--- config.mk ---
export PLATFORM = sky130hd
export DESIGN_NAME = hazard_scoreboard_unit
export DESIGN_NICKNAME = d
export VERILOG_FILES = /design/src/rtl/hazard_scoreboard_unit_pkg.sv /design/src/rtl/hazard_scoreboard_unit_md_scoreboard.sv /design/src/rtl/hazard_scoreboard_unit.sv
export SDC_FILE = /design/constraint.sdc
export NUM_CORES = 1
export LEC_CHECK = 0
export BUFFER_PORTS_ARGS = -buffer_cell sky130_fd_sc_hd__buf_2
export CORE_MARGIN = 4
export CORE_UTILIZATION = 40
export CTS_BUF_LIST = sky130_fd_sc_hd__clkbuf_2
export DETAILED_ROUTE_END_ITERATION = 10
export PLACE_DENSITY = 0.76
export SLEW_MARGIN = 15
export SYNTH_ARGS = -nofsm -noshare
export SYNTH_HDL_FRONTEND = slang
export SYNTH_SLANG_ARGS = --single-unit
--- constraint.sdc ---
create_clock -name clk -period 2.67 [get_ports clk]
set_input_delay 0.534 -clock clk [delete_from_list [all_inputs] [get_ports clk]]
set_output_delay 0.534 -clock clk [all_outputs]
set_load 0.05 [all_outputs]
--- src/rtl/hazard_scoreboard_unit_pkg.sv ---
// Shared types and constants for the pipeline hazard unit: forwarding select
// encodings, stage-control struct layout and the hard-wired zero register id.
package hazard_scoreboard_unit_pkg;

    localparam logic [1:0] FWD_RF = 2'b00;
    localparam logic [1:0] FWD_M  = 2'b01;
    localparam logic [1:0] FWD_W  = 2'b10;

    localparam int unsigned REG_ZERO = 0;

    // Stall vector index: F, D, E, M, W.
    localparam int unsigned ST_F = 0;
    localparam int unsigned ST_D = 1;
    localparam int unsigned ST_E = 2;
    localparam int unsigned ST_M = 3;
    localparam int unsigned ST_W = 4;

    // Flush vector index: D, E, M, W (F is never bubbled, only redirected).
    localparam int unsigned FL_D = 0;
    localparam int unsigned FL_E = 1;
    localparam int unsigned FL_M = 2;
    localparam int unsigned FL_W = 3;

    typedef struct packed {
        logic [4:0] stall;
        logic [3:0] flush;
    } stage_ctrl_t;

endpackage

--- src/rtl/hazard_scoreboard_unit_md_scoreboard.sv ---
// Single-entry scoreboard tracking one outstanding mul/div result and the
// D-stage interlock it imposes until the result becomes writable.
module md_scoreboard
    import hazard_scoreboard_unit_pkg::*;
#(
    parameter int unsigned REG_AW = 7,
    parameter int unsigned LAT_W  = 6
) (
    input  logic              clk,
    input  logic              rst_n,
    input  logic              clear_i,
    input  logic              issue_i,
    input  logic [LAT_W-1:0]  lat_i,
    input  logic [REG_AW-1:0] wreg_i,
    input  logic [REG_AW-1:0] rs_d_i,
    input  logic [REG_AW-1:0] rt_d_i,
    input  logic              md_op_d_i,
    output logic              busy_o,
    output logic              hazard_o
);

    logic              pend_v_q, pend_v_d;
    logic [REG_AW-1:0] pend_reg_q, pend_reg_d;
    logic [LAT_W-1:0]  pend_cnt_q, pend_cnt_d;
    logic              rs_hit, rt_hit;

    // A fresh issue outranks both the running countdown and its expiry.
    always_comb begin
        pend_v_d   = pend_v_q;
        pend_reg_d = pend_reg_q;
        pend_cnt_d = pend_cnt_q;
        if (clear_i) begin
            pend_v_d   = 1'b0;
            pend_reg_d = '0;
            pend_cnt_d = '0;
        end else if (issue_i && (lat_i != '0)) begin
            pend_v_d   = 1'b1;
            pend_reg_d = wreg_i;
            pend_cnt_d = lat_i;
        end else if (pend_v_q) begin
            if (pend_cnt_q == LAT_W'(1)) begin
                pend_v_d   = 1'b0;
                pend_cnt_d = '0;
            end else begin
                pend_cnt_d = pend_cnt_q - LAT_W'(1);
            end
        end
    end

    always_ff @(posedge clk or negedge rst_n) begin
        if (!rst_n) begin
            pend_v_q   <= 1'b0;
            pend_reg_q <= '0;
            pend_cnt_q <= '0;
        end else begin
            pend_v_q   <= pend_v_d;
            pend_reg_q <= pend_reg_d;
            pend_cnt_q <= pend_cnt_d;
        end
    end

    assign rs_hit   = (rs_d_i == pend_reg_q) && (pend_reg_q != REG_AW'(REG_ZERO));
    assign rt_hit   = (rt_d_i == pend_reg_q) && (pend_reg_q != REG_AW'(REG_ZERO));
    assign hazard_o = pend_v_q && (rs_hit || rt_hit || md_op_d_i);
    assign busy_o   = pend_v_q;

endmodule

--- src/rtl/hazard_scoreboard_unit.sv ---
// Hazard unit for the 5-stage pipeline: forwarding selects, stall/flush
// priority, mul/div scoreboard interlock and a saturating stall counter.
module hazard_scoreboard_unit
    import hazard_scoreboard_unit_pkg::*;
#(
    parameter int unsigned REG_AW = 7,
    parameter int unsigned LAT_W  = 6,
    parameter int unsigned CNT_W  = 32
) (
    input  logic              clk,
    input  logic              rst_n,
    input  logic              exc_clear_i,
    input  logic              exc_stall_i,
    input  logic              is_branch_d_i,
    input  logic              branch_taken_d_i,
    input  logic              md_op_d_i,
    input  logic [REG_AW-1:0] rs_d_i,
    input  logic [REG_AW-1:0] rt_d_i,
    input  logic [REG_AW-1:0] rs_e_i,
    input  logic [REG_AW-1:0] rt_e_i,
    input  logic [REG_AW-1:0] wreg_e_i,
    input  logic [REG_AW-1:0] wreg_m_i,
    input  logic [REG_AW-1:0] wreg_w_i,
    input  logic              regwrite_e_i,
    input  logic              regwrite_m_i,
    input  logic              regwrite_w_i,
    input  logic              memtoreg_e_i,
    input  logic              memtoreg_m_i,
    input  logic              md_issue_e_i,
    input  logic [LAT_W-1:0]  md_lat_e_i,
    output logic              stall_f_o,
    output logic              stall_d_o,
    output logic              stall_e_o,
    output logic              stall_m_o,
    output logic              stall_w_o,
    output logic              flush_d_o,
    output logic              flush_e_o,
    output logic              flush_m_o,
    output logic              flush_w_o,
    output logic [1:0]        fwd_a_d_o,
    output logic [1:0]        fwd_b_d_o,
    output logic [1:0]        fwd_a_e_o,
    output logic [1:0]        fwd_b_e_o,
    output logic              md_busy_o,
    output logic [CNT_W-1:0]  stall_cycles_o
);

    stage_ctrl_t      ctrl;
    logic             lu_haz, br_haz, md_haz;
    logic [CNT_W-1:0] stall_cycles_q, stall_cycles_d;

    // Register 0 is hard-wired, so a write to it never creates a dependency.
    function automatic logic reg_match(input logic [REG_AW-1:0] src,
                                       input logic [REG_AW-1:0] dst);
        return (src == dst) && (dst != REG_AW'(REG_ZERO));
    endfunction

    // A load in M has no data yet, so only ALU results forward from M.
    function automatic logic [1:0] fwd_sel(input logic [REG_AW-1:0] src);
        if (regwrite_m_i && !memtoreg_m_i && reg_match(src, wreg_m_i))
            return FWD_M;
        else if (regwrite_w_i && reg_match(src, wreg_w_i))
            return FWD_W;
        else
            return FWD_RF;
    endfunction

    assign fwd_a_e_o = fwd_sel(rs_e_i);
    assign fwd_b_e_o = fwd_sel(rt_e_i);
    assign fwd_a_d_o = fwd_sel(rs_d_i);
    assign fwd_b_d_o = fwd_sel(rt_d_i);

    assign lu_haz = regwrite_e_i && memtoreg_e_i &&
                    (reg_match(rs_d_i, wreg_e_i) || reg_match(rt_d_i, wreg_e_i));

    assign br_haz = is_branch_d_i &&
                    ((regwrite_e_i &&
                      (reg_match(rs_d_i, wreg_e_i) || reg_match(rt_d_i, wreg_e_i))) ||
                     (memtoreg_m_i &&
                      (reg_match(rs_d_i, wreg_m_i) || reg_match(rt_d_i, wreg_m_i))));

    md_scoreboard #(
        .REG_AW (REG_AW),
        .LAT_W  (LAT_W)
    ) u_md_scoreboard (
        .clk       (clk),
        .rst_n     (rst_n),
        .clear_i   (exc_clear_i),
        .issue_i   (md_issue_e_i),
        .lat_i     (md_lat_e_i),
        .wreg_i    (wreg_e_i),
        .rs_d_i    (rs_d_i),
        .rt_d_i    (rt_d_i),
        .md_op_d_i (md_op_d_i),
        .busy_o    (md_busy_o),
        .hazard_o  (md_haz)
    );

    always_comb begin
        ctrl = '0;
        if (exc_clear_i) begin
            ctrl.flush = '1;
        end else if (exc_stall_i) begin
            ctrl.stall = '1;
        end else if (md_haz || lu_haz || br_haz) begin
            ctrl.stall[ST_F] = 1'b1;
            ctrl.stall[ST_D] = 1'b1;
            ctrl.flush[FL_E] = 1'b1;
        end else if (branch_taken_d_i) begin
            ctrl.flush[FL_D] = 1'b1;
        end
    end

    assign stall_f_o = ctrl.stall[ST_F];
    assign stall_d_o = ctrl.stall[ST_D];
    assign stall_e_o = ctrl.stall[ST_E];
    assign stall_m_o = ctrl.stall[ST_M];
    assign stall_w_o = ctrl.stall[ST_W];
    assign flush_d_o = ctrl.flush[FL_D];
    assign flush_e_o = ctrl.flush[FL_E];
    assign flush_m_o = ctrl.flush[FL_M];
    assign flush_w_o = ctrl.flush[FL_W];

    always_comb begin
        stall_cycles_d = stall_cycles_q;
        if (stall_f_o && (stall_cycles_q != '1))
            stall_cycles_d = stall_cycles_q + CNT_W'(1);
    end

    always_ff @(posedge clk or negedge rst_n) begin
        if (!rst_n)
            stall_cycles_q <= '0;
        else
            stall_cycles_q <= stall_cycles_d;
    end

    assign stall_cycles_o = stall_cycles_q;

endmodule
=== Word-level counts from Yosys, hierarchy flattened ===
Cells that the tools add are included.

* Output and inout port bits: 50
* Logic and storage cells: 92
* Register bits after elaboration: 46
* Input bits: 68

* Reductions and logical operators: 44
* Equality and inequality tests: 14
* $add $sub $neg: 2
* Mux-type cells: 28

{| class="wikitable"
|+ Operator list
! kind !! count
|-
| equality test 7 bit || 12
|-
| adder 32 x 1 -> 32 bit (second input constant) || 1
|-
| inequality test 32 bit (second input constant) || 1
|-
| logical AND 1 bit || 29
|-
| nonzero test 7 bit || 4
|-
| 2-to-1 mux 2 bit || 13
|-
| 2-to-1 mux 6 bit || 4
|-
| 2-to-1 mux 7 bit || 2
|-
| logical OR 1 bit || 7
|-
| 2-to-1 mux 1 bit || 7
|-
| equality test 6 x 1 -> 1 bit (second input constant) || 1
|-
| nonzero test 6 bit || 1
|-
| subtractor 6 x 1 -> 6 bit (second input constant) || 1
|-
| 2-to-1 mux 5 bit || 1
|-
| 2-to-1 mux 3 bit || 1
|-
| nonzero test 3 bit || 1
|-
| nonzero test 2 bit || 1
|-
| zero test 1 bit || 1
|}

=== Depth between registers and ports, before layout ===
Gate-level depths: netlist of run 1.

* Word-level depth: 11
* Mapped depth: 11
* Gate-level depth less buffers: 8

=== Hierarchy ===
A second synthesis of run 1 with hierarchy kept.

* Cells, all modules: 383
* Area total of the unflattened synthesis: 3,559.7 um^2

{| class="wikitable"
|+ By module, submodules not included
! module !! times used !! seq. area each (um^2) !! area an instance (um^2) !! cells an instance
|-
| hazard_scoreboard_unit || 1 || 800.8 || 2,625.0 || 286
|-
| md_scoreboard || 1 || 350.3 || 934.6 || 97
|}

=== Worst setup path before layout of run 1 ===
Ideal clock, no wire load.

* Kind: input-to-output
* From: in wreg_m_i[6]
* To: out stall_f_o
* Slack: -0.683 ns
* Required time: 2.136 ns
* Arrival time: 2.819 ns
* Stages: 11
* Buffers on the path: 4
* Cell sequence: buf_2 xor2_1 nor4_1 nand3_1 a21oi_1 nand4bb_1 buf_6 buf_6 inv_2 nor2_1 buf_4

* Longest elaborated chain between the ends: 10
* Elaborated cells between the ends (all ways): 13
* Classes of those cells: eq/ne: 2; mux: 3; reduce/logical: 8

{| class="wikitable"
|+ RTL lines
! item !! line !! RTL
|-
| start, declared || hazard_scoreboard_unit.sv:22 || <nowiki>input logic [REG_AW-1:0] wreg_m_i,</nowiki>
|-
| equality test 7 bit or nonzero test 7 bit (tied branches) || hazard_scoreboard_unit.sv:55 || <nowiki>return (src == dst) && (dst != REG_AW'(REG_ZERO));</nowiki>
|-
| logical AND 1 bit || hazard_scoreboard_unit.sv:55 ||
|-
| logical OR 1 bit * || hazard_scoreboard_unit.sv:80 || <nowiki>(reg_match(rs_d_i, wreg_m_i) || reg_match(rt_d_i, wreg_m_i))));</nowiki>
|-
| logical AND 1 bit * || hazard_scoreboard_unit.sv:79 || <nowiki>(memtoreg_m_i &&</nowiki>
|-
| logical OR 1 bit * || hazard_scoreboard_unit.sv:78 || <nowiki>(reg_match(rs_d_i, wreg_e_i) || reg_match(rt_d_i, wreg_e_i))) ||</nowiki>
|-
| logical AND 1 bit * || hazard_scoreboard_unit.sv:76 || <nowiki>assign br_haz = is_branch_d_i &&</nowiki>
|-
| logical OR 1 bit * || hazard_scoreboard_unit.sv:105 || <nowiki>end else if (md_haz || lu_haz || br_haz) begin</nowiki>
|-
| 2-to-1 mux 2 bit * || hazard_scoreboard_unit.sv:105 ||
|-
| 2-to-1 mux 2 bit * || hazard_scoreboard_unit.sv:103 || <nowiki>end else if (exc_stall_i) begin</nowiki>
|-
| 2-to-1 mux 5 bit * || hazard_scoreboard_unit.sv:101 || <nowiki>if (exc_clear_i) begin</nowiki>
|-
| end, declared || hazard_scoreboard_unit.sv:31 || <nowiki>output logic stall_f_o,</nowiki>
|}

Every way passes the cells marked *; elsewhere a longest branch is shown, timed or not.

=== Final worst setup path of run 1 ===
* From: reg u_md_scoreboard.pend_reg_q[3]
* To: out flush_d_o

* Longest elaborated chain between the ends: 10
* Elaborated cells between the ends (all ways): 13
* Classes of those cells: eq/ne: 2; mux: 3; reduce/logical: 8

{| class="wikitable"
|+ RTL lines
! item !! line !! RTL
|-
| start, declared || hazard_scoreboard_unit_md_scoreboard.sv:23 || <nowiki>logic [REG_AW-1:0] pend_reg_q, pend_reg_d;</nowiki>
|-
| start signal, assigned || hazard_scoreboard_unit_md_scoreboard.sv:57 || <nowiki>pend_reg_q <= pend_reg_d;</nowiki>
|-
| equality test 7 bit, or another cell as far along || hazard_scoreboard_unit_md_scoreboard.sv:62 || <nowiki>assign rs_hit = (rs_d_i == pend_reg_q) && (pend_reg_q != REG_AW'(REG_ZERO));</nowiki>
|-
| logical AND 1 bit (on tied branches) || hazard_scoreboard_unit_md_scoreboard.sv:62, hazard_scoreboard_unit_md_scoreboard.sv:63 ||
|-
| logical OR 1 bit * (2 in a row) || hazard_scoreboard_unit_md_scoreboard.sv:64 || <nowiki>assign hazard_o = pend_v_q && (rs_hit || rt_hit || md_op_d_i);</nowiki>
|-
| logical AND 1 bit * || hazard_scoreboard_unit_md_scoreboard.sv:64 ||
|-
| logical OR 1 bit * (2 in a row) || hazard_scoreboard_unit.sv:105 ||
|-
| 2-to-1 mux 1 bit * || hazard_scoreboard_unit.sv:105 ||
|-
| 2-to-1 mux 2 bit * || hazard_scoreboard_unit.sv:103 ||
|-
| 2-to-1 mux 2 bit * || hazard_scoreboard_unit.sv:101 ||
|-
| end, declared || hazard_scoreboard_unit.sv:36 || <nowiki>output logic flush_d_o,</nowiki>
|}

Marked as above.

==> results of run 1 <==
[worst min path at each step]
| stage | from | end | slack, ns | depth (start not counted) |
|---|---|---|---|---|
| floorplan | rst_n | stall_cycles_o[0] | 0.24 | 0 |
| global placement | stall_cycles_o[20] | stall_cycles_o[20] | 0.48 | 1 |
| detailed placement | stall_cycles_o[9] | stall_cycles_o[9] | 0.48 | 1 |
| CTS | rst_n | stall_cycles_o[29] | 0.14 | 2 |
| global route | rst_n | stall_cycles_o[29] | 0.14 | 2 |
| finish | rst_n | stall_cycles_o[29] | 0.13 | 2 |
[Yosys cell counts (all sizes together) (6+ instances only)]
cell	number	area, um^2
nor2	22	92.6
and3	8	50.1
a21oi	11	55.1
xor2	44	385
xnor2	70	613
nor3	21	121
clkbuf	13	48.8
mux2i	8	80.1
nand3	29	240
nand4	19	131
nand2	34	130
inv	6	22.5
nor4	16	115
buf	16	124
dfrtp	46	1150
[area by class of cell]
class,count,area (um^2)
Fill cell,809,4210
Multi-Input combinational cell,324,2470
Clock inverter,3,68.8
Clock buffer,5,25.0
Tap cell,108,135
Inverter,6,25.0
Sequential cell,46,1150
Timing Repair Buffer,142,806
[per-stage QoR]
step                hold slack, ns  TNS (ns)
floorplan                    0.238    -0.406
global placement             0.479   -0.0131
detailed placement           0.483   -0.0375
CTS                          0.141    -0.762
global route                 0.142     -2.17
finish                       0.131     -1.21
[per-layer routing]
layer  part of all wire [%]  vias to the layer above  routed length, um  track usage [%]
met2                     49                      133               4990             29.9
met4                   0.99                        0                102             3.89
met5                      0                        -                  0                0
met1                     43                     1633               4380             25.2
met3                    7.9                       15                812             4.47
li1                       -                     1638                  -                -
[worst max-delay path, stage by stage (launching register included)]
cell	delay, ns
dfrtp_1	0.48
buf_6	0.14
xor2_1	0.15
nor4_1	0.29
nand4_1	0.18
a21oi_2	0.21
nand4bb_4	0.19
inv_4	0.05
a21o_1	0.18
buf_6	0.15
[logic make-up (layout without fill, tap and decap cells)]
group                      count (synthesis)  in the layout  share of synthesized area (%)
and+or+nand+nor                          173            173                           28.8
xor gates and xnor gates                 114            114                           26.8
muxes                                      9              9                           2.45
AOI/OAI and AO/OA                         25             25                           4.77
adders and majority gates                  3              3                           1.01
buffers and inverters                     35            156                           5.24
DFF                                       46             46                           30.9
[repair_timing]
| item | 4_1_cts | 5_1_grt |
|---|---|---|
| gates resized for setup | 5 | 13 |
| setup buffers | 0 | 2 |
| hold buffers | 0 | 0 |
| setup endpoints to repair | 4 | 5 |
| pin swaps | 1 | 5 |
[state kept, by name, indices dropped and copies added (netlist names)]
signal                      count
u_md_scoreboard.busy_o          1
u_md_scoreboard.pend_cnt_q      6
u_md_scoreboard.pend_reg_q      7
stall_cycles_o                 32
[where the power goes]
part	leakage [nW]	switching, mW	internal (mW)
clock	0.0532	0.239	0.254
combinational	1.43	0.517	0.285
sequential	0.612	0.0941	0.764
total	2.10	0.850	1.30
==> flow_summary.json, run 1 <==
{
  "reg2reg_depth": 11,
  "r2r_slack_ns": 0.05,
  "crit_path_end": "flush_d_o",
  "vias": 3419,
  "violations": "negative setup slack",
  "syn_nets": 476,
  "clock_path_buffers": 2,
  "grt_pass1_vias": 3429,
  "clkTransAtPathRegs_ns": 0.28,
  "grt_usage_pct": 18.5,
  "fmax_ghz": 0.334,
  "fin_crit_sh_pct": 112,
  "layout_commonest_cell": "buf_2",
  "numCtsBuffers": 5,
  "initial_utilization_pct": 41.9,
  "final_antenna_net_count": 0,
  "layout_common_cells": "buf_2 (113), xnor2_1 (70), dfrtp_1 (45)",
  "max_slew_margin_pct": 60.4,
  "finalClockSkew_ns": 0.0412,
  "antenna_found_initial": 0,
  "synthFlopType": "dfrtp_1",
  "grt_overflow": 0,
  "area_growth_pct": 25.8,
  "drv_slew": 0,
  "cap_violations": 0,
  "core_area_um2": 8890,
  "syn_inst": 405,
  "root_buffer": "clkbuf_2",
  "routed_wl_um": 10300,
  "drtIter0Drc": 173,
  "pre_cts_slack_ns": -0.0178,
  "design_area_um2": 4680,
  "layout.nets": 596,
  "dp_cells": 624,
  "dpl_cell_area_um2": 4500,
  "critPathArrivalTime_ns": 2.46,
  "avgSynthCellArea_um2": 9.19,
  "htree_levels": 2,
  "final-hold-violation-count": 0,
  "gp_congestion": 0.936,
  "ys_ff_latch": 46,
  "async_flop_share_pct": 100,
  "n_antenna_cell": 0,
  "grt_pass1_wl_um": 17100,
  "rr_startpoint": "u_md_scoreboard.pend_reg_q[3]",
  "rows": 34,
  "hpwl_um": 8050,
  "fin_crit_ns": 2.99,
  "syn_area_um2": 3720,
  "leakage_nw": 2.10,
  "ios": 118,
  "vdd_drop_max_v": 0.000565,
  "yosysSeqAreaShare_pct": 30.9,
  "tightest_slew_ns": 0.594,
  "r2r-end": "stall_cycles_o[10]",
  "die-area_um2": 10900,
  "dieHeight_um": 104,
  "die_w_um": 104,
  "setup_violations": 4,
  "post-route-util_pct": 52.7,
  "synth.distinct_cells": 55,
  "hold_class": "input port to async pin",
  "p_per_area_nw_per_um2": 459,
  "yosysWarnings": 0,
  "cp_max_fo": 3,
  "fin_ws_ns": -0.323,
  "synth-edff-count": 0,
  "drive_above_1_share_pct": 37.6,
  "critPathLaunchType": "register",
  "cp.required_ns": 2.14,
  "drt_first_pass_iters": 4,
  "grt_max_degree": 47,
  "critPathKind": "register to output port",
  "p_total_mw": 2.15,
  "via_per_inst": 5.39,
  "port_buffers": 117,
  "final_cells": 634,
  "worst_skew_pair.late_latency_ns": 0.44,
  "cts_tree": "built",
  "cp-startpoint": "u_md_scoreboard.pend_reg_q[3]",
  "rsz0062_at_grt": "true",
  "wl_per_cell_um": 16.2,
  "end_kind": "output port",
  "clock-sinks": 46,
  "drc_errors": 0,
  "outcome": "complete, but fails checks"
}
Power figures use the tool's default switching activity.
==> run 2, diff against run 1 <==
- CORE_UTILIZATION: 40 -> 35
- PLACE_DENSITY: 0.76 -> not set
- clock period: 2.67 -> 2.4 ns (I/O delays scaled with it)
==> run 2 against run 1 <==
  * The flow still finishes with violations (negative setup slack)
  * Utilization is 3.8 points lower
  * Clock power is 34% lower
  * Design area is 7.7% higher
  * Worst setup slack worse by 0.063 ns
  * Global-route usage is 0.88 points lower
  * Via count is 1.6% higher
  * Cell count is 9.8% higher
  * Combinational power is 20% higher
  * Critical endpoint unchanged
  * Largest cell class unchanged
  * Highest routed layer unchanged
==> flow_summary.json, run 2 (synthesis gave the netlist of run 1 again) <==
{
  "grt_pass1_wl_um": 18200,
  "largest_register_ffs": 32,
  "drive_above_1_share_pct": 42.0,
  "p_per_area_nw_per_um2": 443,
  "cp_max_fo": 3,
  "drv_slew": 0,
  "die_w_um": 111,
  "setup_violations": 4,
  "violations": "negative setup slack",
  "pre_cts_slack_ns": -0.244,
  "design_area_um2": 5050,
  "n_antenna_cell": 0,
  "fmax_ghz": 0.359,
  "gp_congestion": 0.906,
  "area_growth_pct": 35.5,
  "end_kind": "output port",
  "cap_violations": 0,
  "antenna_found_initial": 0,
  "initial_utilization_pct": 36.1,
  "worst_skew_pair.late_latency_ns": 0.43,
  "dp_cells": 684,
  "post-route-util_pct": 48.9,
  "clkTransAtPathRegs_ns": 0.23,
  "rr_startpoint": "u_md_scoreboard.pend_reg_q[3]",
  "dpl_cell_area_um2": 4830,
  "cp-startpoint": "u_md_scoreboard.pend_reg_q[4]",
  "vdd_drop_max_v": 0.000627,
  "ios": 118,
  "finalClockSkew_ns": 0.0446,
  "r2r-end": "stall_cycles_o[24]",
  "fin_setup_tns_ns": -1.30,
  "routed_wl_um": 10900,
  "port_buffers": 117,
  "numCtsBuffers": 5,
  "fin_ws_ns": -0.386,
  "layout.nets": 630,
  "max_slew_margin_pct": 59.9,
  "drtIter0Drc": 132,
  "layout_common_cells": "buf_2 (107), xnor2_1 (70), buf_4 (59)",
  "tightest_slew_ns": 0.598,
  "final_antenna_net_count": 0,
  "clock_path_buffers": 2,
  "critPathLaunchType": "register",
  "clock-sinks": 46,
  "grt_overflow": 0,
  "hpwl_um": 8700,
  "fin_crit_ns": 2.79,
  "htree_levels": 2,
  "fin_worst_hold_slack_ns": 0.261,
  "core_area_um2": 10300,
  "critPathArrivalTime_ns": 2.31,
  "p_total_mw": 2.23,
  "die-area_um2": 12400,
  "hold_class": "input port to register",
  "rsz0062_at_grt": "true",
  "drc_errors": 0,
  "vias": 3474,
  "root_buffer": "clkbuf_2",
  "leakage_nw": 2.27,
  "grt_max_degree": 24,
  "cts_tree": "built",
  "fin_crit_sh_pct": 116,
  "rows": 37,
  "outcome": "complete, but fails checks",
  "dieHeight_um": 111,
  "grt_pass1_vias": 3644,
  "r2r_slack_ns": 0.12,
  "final-hold-violation-count": 0,
  "crit_path_end": "flush_d_o",
  "via_per_inst": 4.99,
  "reg2reg_depth": 8,
  "cp.required_ns": 1.92,
  "final_cells": 696,
  "layout_commonest_cell": "buf_2",
  "grt_usage_pct": 17.6,
  "wl_per_cell_um": 15.7,
  "critPathKind": "register to output port",
  "drt_first_pass_iters": 4
}
==> run 2: critical path, stage by stage (launching register included) <==
cell and delay [ns]:
dfrtp_1 0.43, buf_4 0.16, xor2_1 0.15, nor4_1 0.23, nand4_1 0.15, a21oi_2 0.18, nand4bb_4 0.20, inv_4 0.05
a21o_2 0.21, buf_8 0.15
==> run 2: worst min path at each step <==
stage	from	end	slack [ns]	cells after the start
floorplan	rst_n	stall_cycles_o[0]	0.18	0
global placement	rst_n	u_md_scoreboard.pend_cnt_q[2]	0.48	1
detailed placement	rst_n	u_md_scoreboard.pend_cnt_q[3]	0.48	1
CTS	md_lat_e_i[2]	u_md_scoreboard.pend_cnt_q[2]	0.23	3
global route	md_lat_e_i[2]	u_md_scoreboard.pend_cnt_q[2]	0.20	3
finish	md_lat_e_i[2]	u_md_scoreboard.pend_cnt_q[2]	0.26	3
==> run 2: layout make-up <==
type                       instances  area, um^2
fill                            1013        5280
multi-input combinational        324        2540
sequential                        46        1150
timing repair buffer             176        1120
tap                              136         170
clock buffer                       5        25.0
inverter                           6        25.0
clock inverter                     3        16.3
==> run 2: routing by layer <==
metal  vias up  share of wire, %  global-route usage, %  wire, um
li1       1703                 -                      -         -
met1      1665                45                   23.6      4920
met2        99                48                   29.6      5280
met3         7               6.3                   4.37       690
met4         0              0.54                   2.68        59
met5         -                 0                      0         0
==> run 2: power breakdown <==
part / switching (mW) / internal, mW / leakage [nW] / total [mW]
clock network: 0.259 / 0.0664 / 0.0264 / 0.325
registers: 0.0977 / 0.850 / 0.614 / 0.947
logic: 0.599 / 0.363 / 1.63 / 0.962
==> run 2: what timing repair did <==
item                                   in CTS  in global routing
hold buffers                                1                  0
gates resized for setup                    19                 14
pin swaps                                   2                  5
endpoints found under the hold margin      20                  0
setup endpoints to repair                   8                  9
cloned                                      0                  1
setup buffers                               1                  2
